$ cat src/rtl/stack_pkg.sv
// rtl/stack_pkg.sv - op codes, FSM state encodings and SP reset value for the stack sequencer
package stack_pkg;

    localparam logic [1:0] OP_PUSH = 2'b00;
    localparam logic [1:0] OP_POP  = 2'b01;
    localparam logic [1:0] OP_CALL = 2'b10;
    localparam logic [1:0] OP_RET  = 2'b11;

    typedef logic [3:0] state_t;

    localparam state_t ST_IDLE    = 4'd0;
    localparam state_t ST_WR_HI   = 4'd1;
    localparam state_t ST_WR_LO   = 4'd2;
    localparam state_t ST_WR_ONE  = 4'd3;
    localparam state_t ST_RD_ONE  = 4'd4;
    localparam state_t ST_RD_LO   = 4'd5;
    localparam state_t ST_RD_HI   = 4'd6;
    localparam state_t ST_CAP_LO  = 4'd7;
    localparam state_t ST_CAP_HI  = 4'd8;
    localparam state_t ST_CAP_ONE = 4'd9;

    // Wide enough for any supported AW; users slice off the low AW bits.
    localparam int MAX_AW = 32;
    localparam logic [MAX_AW-1:0] SP_TOP = '1;

endpackage

$ cat src/rtl/stack_seq_if.sv
// rtl/stack_seq_if.sv - request/response and stack RAM signals of the stack sequencer
interface stack_seq_if #(
    parameter int AW  = 10,
    parameter int DW  = 16,
    parameter int PCW = 32
);
    logic           req_valid;
    logic [1:0]     req_op;
    logic [DW-1:0]  req_data;
    logic [PCW-1:0] req_pc;
    logic           req_ready;
    logic           rsp_valid;
    logic [DW-1:0]  rsp_data;
    logic [PCW-1:0] rsp_pc;
    logic           err_ovf;
    logic           err_udf;
    logic           mem_we;
    logic           mem_re;
    logic [AW-1:0]  mem_addr;
    logic [DW-1:0]  mem_wdata;
    logic [DW-1:0]  mem_rdata;

    modport master (
        output req_valid, req_op, req_data, req_pc, mem_rdata,
        input  req_ready, rsp_valid, rsp_data, rsp_pc, err_ovf, err_udf,
               mem_we, mem_re, mem_addr, mem_wdata
    );

    modport slave (
        input  req_valid, req_op, req_data, req_pc, mem_rdata,
        output req_ready, rsp_valid, rsp_data, rsp_pc, err_ovf, err_udf,
               mem_we, mem_re, mem_addr, mem_wdata
    );
endinterface

$ cat src/rtl/sp_unit.sv
// rtl/sp_unit.sv - stack pointer and depth counter for a full-descending stack
module sp_unit
    import stack_pkg::*;
#(
    parameter int AW = 10
) (
    input  logic          clk,
    input  logic          rst,
    input  logic          clear,
    input  logic          inc1,
    input  logic          inc2,
    input  logic          dec1,
    input  logic          dec2,
    output logic [AW-1:0] sp,
    output logic [AW:0]   depth
);

    // Popping moves SP up and shrinks depth; pushing does the opposite.
    always_ff @(posedge clk or negedge rst) begin
        if (!rst) begin
            sp    <= SP_TOP[AW-1:0];
            depth <= '0;
        end else if (clear) begin
            sp    <= SP_TOP[AW-1:0];
            depth <= '0;
        end else if (inc1) begin
            sp    <= sp + AW'(1);
            depth <= depth - (AW+1)'(1);
        end else if (inc2) begin
            sp    <= sp + AW'(2);
            depth <= depth - (AW+1)'(2);
        end else if (dec1) begin
            sp    <= sp - AW'(1);
            depth <= depth + (AW+1)'(1);
        end else if (dec2) begin
            sp    <= sp - AW'(2);
            depth <= depth + (AW+1)'(2);
        end
    end

endmodule

$ cat src/rtl/stack_seq.sv
// rtl/stack_seq.sv - sequences PUSH/POP/CALL/RET onto a full-descending stack RAM
module stack_seq
    import stack_pkg::*;
#(
    parameter int AW  = 10,
    parameter int DW  = 16,
    parameter int PCW = 32
) (
    input  logic          clk,
    input  logic          rst,
    input  logic          flush,
    stack_seq_if.slave    bus,
    output logic [AW-1:0] sp,
    output logic [AW:0]   depth
);

    localparam logic [AW:0] CAP    = {1'b1, {AW{1'b0}}};
    localparam logic [AW:0] CAP_M2 = CAP - (AW+1)'(2);

    state_t        state;
    logic [DW-1:0] pc_lo_q;
    logic [DW-1:0] rd_lo_q;
    logic          sp_inc1;
    logic          sp_dec1;

    assign bus.req_ready = (state == ST_IDLE);

    // Each write/read state moves SP by one word; flush overrides inside sp_unit.
    assign sp_dec1 = (state == ST_WR_ONE) || (state == ST_WR_HI) || (state == ST_WR_LO);
    assign sp_inc1 = (state == ST_RD_ONE) || (state == ST_RD_LO) || (state == ST_RD_HI);

    sp_unit #(.AW(AW)) u_sp (
        .clk   (clk),
        .rst   (rst),
        .clear (flush),
        .inc1  (sp_inc1),
        .inc2  (1'b0),
        .dec1  (sp_dec1),
        .dec2  (1'b0),
        .sp    (sp),
        .depth (depth)
    );

    always_ff @(posedge clk or negedge rst) begin
        if (!rst) begin
            state         <= ST_IDLE;
            pc_lo_q       <= '0;
            rd_lo_q       <= '0;
            bus.rsp_valid <= 1'b0;
            bus.rsp_data  <= '0;
            bus.rsp_pc    <= '0;
            bus.err_ovf   <= 1'b0;
            bus.err_udf   <= 1'b0;
            bus.mem_we    <= 1'b0;
            bus.mem_re    <= 1'b0;
            bus.mem_addr  <= '0;
            bus.mem_wdata <= '0;
        end else begin
            bus.rsp_valid <= 1'b0;
            bus.err_ovf   <= 1'b0;
            bus.err_udf   <= 1'b0;
            bus.mem_we    <= 1'b0;
            bus.mem_re    <= 1'b0;
            if (flush) begin
                state <= ST_IDLE;
            end else begin
                case (state)
                    ST_IDLE: begin
                        if (bus.req_valid) begin
                            case (bus.req_op)
                                OP_PUSH: begin
                                    if (depth == CAP) begin
                                        bus.err_ovf <= 1'b1;
                                    end else begin
                                        state         <= ST_WR_ONE;
                                        bus.mem_we    <= 1'b1;
                                        bus.mem_addr  <= sp;
                                        bus.mem_wdata <= bus.req_data;
                                    end
                                end
                                OP_CALL: begin
                                    if (depth > CAP_M2) begin
                                        bus.err_ovf <= 1'b1;
                                    end else begin
                                        state         <= ST_WR_HI;
                                        bus.mem_we    <= 1'b1;
                                        bus.mem_addr  <= sp;
                                        bus.mem_wdata <= bus.req_pc[PCW-1:DW];
                                        pc_lo_q       <= bus.req_pc[DW-1:0];
                                    end
                                end
                                OP_POP: begin
                                    if (depth == '0) begin
                                        bus.err_udf <= 1'b1;
                                    end else begin
                                        state        <= ST_RD_ONE;
                                        bus.mem_re   <= 1'b1;
                                        bus.mem_addr <= sp + AW'(1);
                                    end
                                end
                                default: begin
                                    if (depth < (AW+1)'(2)) begin
                                        bus.err_udf <= 1'b1;
                                    end else begin
                                        state        <= ST_RD_LO;
                                        bus.mem_re   <= 1'b1;
                                        bus.mem_addr <= sp + AW'(1);
                                    end
                                end
                            endcase
                        end
                    end
                    ST_WR_HI: begin
                        state         <= ST_WR_LO;
                        bus.mem_we    <= 1'b1;
                        bus.mem_addr  <= bus.mem_addr - AW'(1);
                        bus.mem_wdata <= pc_lo_q;
                    end
                    ST_RD_ONE: state <= ST_CAP_ONE;
                    ST_CAP_ONE: begin
                        state         <= ST_IDLE;
                        bus.rsp_valid <= 1'b1;
                        bus.rsp_data  <= bus.mem_rdata;
                    end
                    ST_RD_LO: begin
                        state        <= ST_RD_HI;
                        bus.mem_re   <= 1'b1;
                        bus.mem_addr <= bus.mem_addr + AW'(1);
                    end
                    // Low word of the return PC arrives while the high word is being read.
                    ST_RD_HI: begin
                        state   <= ST_CAP_HI;
                        rd_lo_q <= bus.mem_rdata;
                    end
                    ST_CAP_HI: begin
                        state         <= ST_IDLE;
                        bus.rsp_valid <= 1'b1;
                        bus.rsp_pc    <= {bus.mem_rdata, rd_lo_q};
                    end
                    ST_WR_LO, ST_WR_ONE, ST_CAP_LO: state <= ST_IDLE;
                    default: state <= ST_IDLE;
                endcase
            end
        end
    end

endmodule

$ cat src/flat_wrapper.sv
// flat-port wrapper written by rule: the top's interface ports become plain ports
module stack_seq_flat import stack_pkg::*;
#(
    parameter int AW  = 10,
    parameter int DW  = 16,
    parameter int PCW = 32
)
  (clk, rst, flush, sp, depth, bus_req_valid, bus_req_op, bus_req_data, bus_req_pc, bus_mem_rdata, bus_req_ready, bus_rsp_valid, bus_rsp_data, bus_rsp_pc, bus_err_ovf, bus_err_udf, bus_mem_we, bus_mem_re, bus_mem_addr, bus_mem_wdata);
  stack_seq_if #(.AW(AW), .DW(DW), .PCW(PCW)) bus_i ();
  input  logic clk;
  input  logic rst;
  input  logic flush;
  output logic [AW-1:0] sp;
  output logic [AW:0] depth;
  input wire logic [$bits(bus_i.req_valid)-1:0] bus_req_valid;
  input wire logic [$bits(bus_i.req_op)-1:0] bus_req_op;
  input wire logic [$bits(bus_i.req_data)-1:0] bus_req_data;
  input wire logic [$bits(bus_i.req_pc)-1:0] bus_req_pc;
  input wire logic [$bits(bus_i.mem_rdata)-1:0] bus_mem_rdata;
  output wire logic [$bits(bus_i.req_ready)-1:0] bus_req_ready;
  output wire logic [$bits(bus_i.rsp_valid)-1:0] bus_rsp_valid;
  output wire logic [$bits(bus_i.rsp_data)-1:0] bus_rsp_data;
  output wire logic [$bits(bus_i.rsp_pc)-1:0] bus_rsp_pc;
  output wire logic [$bits(bus_i.err_ovf)-1:0] bus_err_ovf;
  output wire logic [$bits(bus_i.err_udf)-1:0] bus_err_udf;
  output wire logic [$bits(bus_i.mem_we)-1:0] bus_mem_we;
  output wire logic [$bits(bus_i.mem_re)-1:0] bus_mem_re;
  output wire logic [$bits(bus_i.mem_addr)-1:0] bus_mem_addr;
  output wire logic [$bits(bus_i.mem_wdata)-1:0] bus_mem_wdata;
  assign bus_i.req_valid = bus_req_valid;
  assign bus_i.req_op = bus_req_op;
  assign bus_i.req_data = bus_req_data;
  assign bus_i.req_pc = bus_req_pc;
  assign bus_i.mem_rdata = bus_mem_rdata;
  assign bus_req_ready = bus_i.req_ready;
  assign bus_rsp_valid = bus_i.rsp_valid;
  assign bus_rsp_data = bus_i.rsp_data;
  assign bus_rsp_pc = bus_i.rsp_pc;
  assign bus_err_ovf = bus_i.err_ovf;
  assign bus_err_udf = bus_i.err_udf;
  assign bus_mem_we = bus_i.mem_we;
  assign bus_mem_re = bus_i.mem_re;
  assign bus_mem_addr = bus_i.mem_addr;
  assign bus_mem_wdata = bus_i.mem_wdata;
  stack_seq #(.AW(AW), .DW(DW), .PCW(PCW)) u_core (.clk(clk), .rst(rst), .flush(flush), .bus(bus_i), .sp(sp), .depth(depth));
endmodule
$ cat config.mk
export PLATFORM = sky130hd
export DESIGN_NAME = stack_seq_flat
export DESIGN_NICKNAME = d
export VERILOG_FILES = /design/src/rtl/stack_pkg.sv /design/src/rtl/stack_seq_if.sv /design/src/rtl/sp_unit.sv /design/src/rtl/stack_seq.sv /design/src/flat_wrapper.sv
export SDC_FILE = /design/constraint.sdc
export NUM_CORES = 1
export LEC_CHECK = 0
export CAP_MARGIN = 40
export CORE_ASPECT_RATIO = 1.75
export CORE_MARGIN = 8
export CORE_UTILIZATION = 45
export DETAILED_ROUTE_END_ITERATION = 7
export MAX_ROUTING_LAYER = met4
export PLACE_DENSITY = 0.74
export SKIP_CTS_REPAIR_TIMING = 1
export SYNTH_ARGS = -nofsm -noshare
export SYNTH_HDL_FRONTEND = slang
export SYNTH_SLANG_ARGS = --single-unit
$ cat constraint.sdc
create_clock -name clk -period 2.62 [get_ports clk]
set_input_delay 0.786 -clock clk [delete_from_list [all_inputs] [get_ports clk]]
set_output_delay 0.786 -clock clk [all_outputs]
set_load 0.01 [all_outputs]
Word level (Yosys, flattened, before mapping)
Index checks and enable logic that the tools add are counted.
- add/sub/neg operators: 6
- order comparisons: 2
- equal/unequal tests: 22
- mux-type cells: 52
- bitwise gates (word level): 2
- reductions and logical operators: 19
- operators by type and width (cell ; number):
    10-bit 2-to-1 mux ; 8
    16-bit case mux with 2 select lines ; 2
    10-bit case mux with 3 select lines ; 2
    16-bit 2-to-1 mux ; 3
    11-bit 2-to-1 mux ; 3
    4-bit 2-to-1 mux ; 6
    10-bit by 1-bit adder with 10-bit output, second input constant ; 2
    1-bit 2-to-1 mux ; 20
    4-bit case mux with 5 select lines ; 1
    10-bit by 1-bit subtractor with 10-bit output, second input constant ; 2
    4-bit by 3-bit == test with 1-bit output, second input constant ; 3
    3-bit inequality test, second input constant ; 4
    4-bit inequality test, second input constant ; 3
    1-bit case mux with 2 select lines ; 6
    4-bit case mux with 3 select lines ; 1
    11-bit by 1-bit adder with 11-bit output, second input constant ; 1
    11-bit == test, second input constant ; 1
    11-bit by 10-bit > comparator with 1-bit output, second input constant ; 1
    11-bit logical NOT ; 1
    11-bit by 2-bit less-than comparator with 1-bit output, second input constant ; 1
    11-bit by 1-bit subtractor with 11-bit output, second input constant ; 1
    5-bit AND reduction ; 2
    4-bit by 2-bit == test with 1-bit output, second input constant ; 2
    4-bit == test, second input constant ; 2
    17 further kinds ; 25
- register bits: 136
- input bits: 70
- output and inout port bits: 101
- word-level logic and storage cells: 117

Depth between registers and ports, before layout
- depth after elaboration: 6
- mapped depth: 10
- gate-level depth less buffers: 9

Modules after synthesis
A second synthesis with hierarchy kept.
- cells, all modules: 677
- area total of the unflattened synthesis: 7533.5 µm²
- modules (own cells, without submodules) (module ; instances ; cells an instance ; area an instance (µm²) ; seq. area each (µm²)):
    stack_seq ; 1 ; 463 ; 5738.0 ; 2877.8
    sp_unit ; 1 ; 214 ; 1795.5 ; 538.0

Worst setup path after synthesis
OpenSTA, ideal clock, no wires.
- kind: reg-to-reg
- start point: reg u_core.state[3]
- end point: reg u_core.u_sp.depth[8]
- setup time: 65 ps
- arrival time: 2763 ps
- data required time: 2555 ps
- setup slack: -208 ps
- cell stages (with the launch flop): 11
- buffers on the path: 1
- period minus slack after synthesis: 2828 ps
- cells stage by stage: dfrtp_1 -> buf_4 -> nand2b_1 -> a21oi_2 -> ha_1 -> a21oi_1 -> o211ai_1 -> a2111oi_0 -> nor3_1 -> nor4b_1 -> a211o_1
- cells in the longest elaborated chain, start to end: 5
- elaborated cells on any way between the ends: 13
- those cells by class: eq/ne: 6; mux: 2; reduce/logical: 5
- ends and longest elaborated chain (what ; RTL line ; source):
    start: declaration ; stack_seq.sv:20 ; state_t state;
    start signal: assignment ; stack_seq.sv:46 ; state <= ST_IDLE;
    start signal: assignment ; stack_seq.sv:65 ; state <= ST_IDLE;
    start signal: assignment ; stack_seq.sv:75 ; state <= ST_WR_ONE;
    4-bit by 3-bit == test with 1-bit output ; stack_seq.sv:30 ; assign sp_inc1 = (state == ST_RD_ONE) || (state == ST_RD_LO) || (state == ST_RD_HI);
    1-bit logical OR (2 in a row) ; stack_seq.sv:30 ;
    11-bit 2-to-1 mux ; sp_unit.sv:26 ; end else if (inc1) begin
    11-bit 2-to-1 mux ; sp_unit.sv:23 ; end else if (clear) begin
    end signal: assignment ; sp_unit.sv:28 ; depth <= depth - (AW+1)'(1);
    end signal: assignment ; sp_unit.sv:31 ; depth <= depth - (AW+1)'(2);
    end signal: assignment ; sp_unit.sv:34 ; depth <= depth + (AW+1)'(1);
    end: declaration ; sp_unit.sv:15 ; output logic [AW:0] depth
Parallel ways exist; a longest one is shown, timed or not.
A chain may end at the register's enable or synchronous reset.

Final worst setup path
Ends and elaborated chain as after synthesis.

==> results by group <==
Outcome
  – Status: finished, final reports clean

Timing
  – Least-Margin Pin Slew: about 0.67 ns
  – Setup violators final: 0
  – Period utilization: 99.5%
  – RSZ-0062 raised after global routing: yes
  – Slew Viols, Final: 0
  – Skew final: around 0.017 ns
  – Final Hold Slack: around 0.30 ns
  – Slew margin rel.: ~55%
  – Setup WS post-layout: approximately 0.012 ns
  – Crit path time final: around 2.6 ns
  – Final hold vios: 0
  – Fmax: approximately 380 MHz
  – Setup TNS: 0 ns

Place
  – Pre-CTS setup slack: -0.665 ns
  – Hpwl dp: ~16 mm
  – Port Buffers: 170
  – Post-DP Area: 0.00949 sq mm
  – GP Congestion: 0.900
  – Placed cells: about 1,000

Yosys
  – Synth top area share: ~44%
  – Synth cell types: 67
  – Post-Syn Nets: about 720
  – FF+latch count, synth: 136
  – Most used DFF post-synth: dfrtp_1
  – Post-synthesis mux area share: approximately a fifth
  – YS warnings: 0
  – Synth area leaders: dfrtp_1 44%, mux2_2 14%, ha_1 4.4%
  – Area share of fa/ha/maj cells after synthesis: ~5%
  – Post-synth EDFFs: 0
  – Avg Cell Area, Syn: 11.4 sq um
  – Seq/Total Area, Yosys: a little under half
  – Post-Syn Area: approximately 0.0071 sq mm
  – Post-synthesis simple-gate area fraction: 11.2%
  – Synth Instances: 625
  – Async SR Flop Fraction: 100%
  – Synth Area in XOR/XNOR: 3.81%
  – Combinational family with the most area after synthesis: multiplexers
  – Complex-gate fraction of the synthesized area: between 10% and 20%
  – Yosys top cell by area: dfrtp_1

GRT
  – Wire length of the first global-routing pass: ~33 mm
  – Largest net degree at the start of global routing: 51
  – Global route total overflow: 0
  – Initial antenna violation count: 0
  – GRT Total Usage: a little over a fifth
  – Vias in the first global route: about 6,300

Floorplan
  – Initial core utilization: between 40% and 50%
  – Core Rows: about 60
  – Placeable Area: 0.0157 sq mm
  – Die height: approximately 180 um
  – Die area: 0.0203 sq mm
  – # IOs: about 170
  – Die X: 111 um

Clock network
  – CTS tree: yes
  – Clock Sinks: ~140
  – Htree depth: 4
  – Total CTS buffers: 17
  – Worst-path clk slew: 0.07 ns
  – Clock tree buffer depth: 2
  – Root Driver: clkbuf_16
  – Clk_lat worst skew: about 0.42 ns

Final layout
  – Ant diodes: 0
  – Nets: around 950
  – Post-route cell area: between 0.01 and 0.015 sq mm
  – Cell Count, Final, Fillers Out: around 1,100
  – Fillcell total: 1,198
  – Area added between synthesis and finish: 42.9%
  – Commonest non-fill, non-tap cell in the layout: clkdlybuf4s50_1
  – Most frequent cells in the layout: 166 x clkdlybuf4s50_1, 126 x dfrtp_1, 89 x mux2_2
  – Share of layout cells above drive strength 1: between 20% and 30%
  – Final core utilization: about two thirds

Pwr
  – Clock power frac: around 20%
  – Power share of the combinational group: a little under 50%
  – VDD IR max: 0.620 mV
  – Reg power frac: a little over 30%
  – Leak: ~4.6 nW
  – Cell internal pwr: around 7.3 mW
  – Power consumption: between 10 and 15 mW
  – Net load switching power: 4.36 mW
  – Pwr dens: roughly 1100 mW/mm^2
  – Sw Ratio: a little under two fifths

Drt
  – Drt drc: 0
  – Vias per cell: approximately 5.5
  – 1st-iter DRT viols: 259
  – Final wirelength: ~21 mm
  – Via count: 5,735
  – DRT Pass-1 Iters: 4
  – Antenna-violating nets left: 0
  – DR WL/cell: 19.8 um

Setup path
  – Critical path type: reg -> reg
  – Crit path DAT: between 2 and 3 ns
  – Worst Path Required: roughly 3.0 ns
  – Critical path fanouts, max: 13
  – CP Capture Type: flop
  – R2r worst-path depth: 11
  – Kind of start point of the critical path: flop

Job
  – Max-Cap Viols: 0

Min path
  – Hold Path Class: in -> async
worst max-delay path, cell delays in order, from the launching register on:
cell and delay, ns:
dfrtp_1 0.36, nand2b_2 0.18, a21oi_4 0.05, buf_12 0.15
buf_4 0.14, fa_1 0.40, a21oi_2 0.19, o211ai_1 0.15
a2111oi_2 0.43, nor3_2 0.12, nor4b_2 0.25, a211o_1 0.13
logic make-up after synthesis:
group	after synthesis
simple gates	162
flops	136
buf+inv	43
mux	119
fa+ha+maj	27
compound gates	107
xor+xnor	31
cell type report:
cell class	instances	area (sq um)	area share (%)
tap	189	236	2.32
multi-input combinational	446	3630	35.6
timing repair buffer	235	2270	22.3
clock buffer	17	425	4.18
clock inverter	15	149	1.46
inverter	14	52.6	0.516
sequential	136	3420	33.5
cell usage after synthesis (all sizes together) (3+ instances only):
cell and instances:
a2111oi 3, a211o 3, a211oi 6, a21o 7
a21oi 23, a31oi 5, and3 7, buf 11
clkbuf 18, dfrtp 126, dfstp 10, ha 25
inv 14, mux2 99, mux2i 20, nand2 65
nand2b 5, nand3 7, nand4 6, nor2 36
nor2b 4, nor3 14, nor4 4, o211ai 5
o21a 3, o21ai 29, o22ai 4, o32ai 3
or3 4, xnor2 23, xor2 8
layer usage:
layer	GRT usage (%)	part of all wire [%]	vias to the layer above
li1	-	-	2695
met1	19.8	35	2854
met3	5.33	5.0	38
met5	-	0	-
met2	38.9	57	148
met4	8.36	3.0	0
sequential cells by signal, summed over array words and instances, names as in the netlist:
name,count
u_core.bus.rsp_pc,32
u_core.bus.mem_wdata,16
u_core.bus.rsp_data,16
u_core.pc_lo_q,16
u_core.rd_lo_q,16
u_core.u_sp.depth,11
u_core.bus.mem_addr,10
u_core.u_sp.sp,10
u_core.state,4
u_core.bus.err_ovf,1
u_core.bus.err_udf,1
u_core.bus.mem_re,1
u_core.bus.mem_we,1
u_core.bus.rsp_valid,1
path summary, 6_finish.rpt:
check,end,from,slack [ns]
max in group asynchronous,u_core.u_sp.sp[0]$_DFFE_PN1P_,rst,1.63
worst max register to register,u_core.u_sp.depth[8]$_DFFE_PN0P_,u_core.state[3]$_DFFE_PN0P_,0.01
worst max-delay path,u_core.u_sp.depth[8]$_DFFE_PN0P_,u_core.state[3]$_DFFE_PN0P_,0.01
worst min register to register,u_core.bus.rsp_pc[8]$_DFFE_PN0P_,u_core.bus.rsp_pc[8]$_DFFE_PN0P_,0.49
min in group clk,u_core.bus.rsp_pc[8]$_DFFE_PN0P_,u_core.bus.rsp_pc[8]$_DFFE_PN0P_,0.49
worst min-delay path,u_core.bus.rsp_pc[7]$_DFFE_PN0P_,rst,0.30
power by group through the flow:
stage | registers (mW) | logic [mW] | clock network (mW)
CTS | 3.61 | 5.72 | 2.38
floorplan | 3.69 | 2.99 | 0
detailed placement | 3.63 | 5.68 | 0
global placement | 3.59 | 5.55 | 0
finish | 3.61 | 5.74 | 2.34
global route | 3.72 | 6.26 | 2.47
No activity file was read; power rests on OpenSTA's default activity.
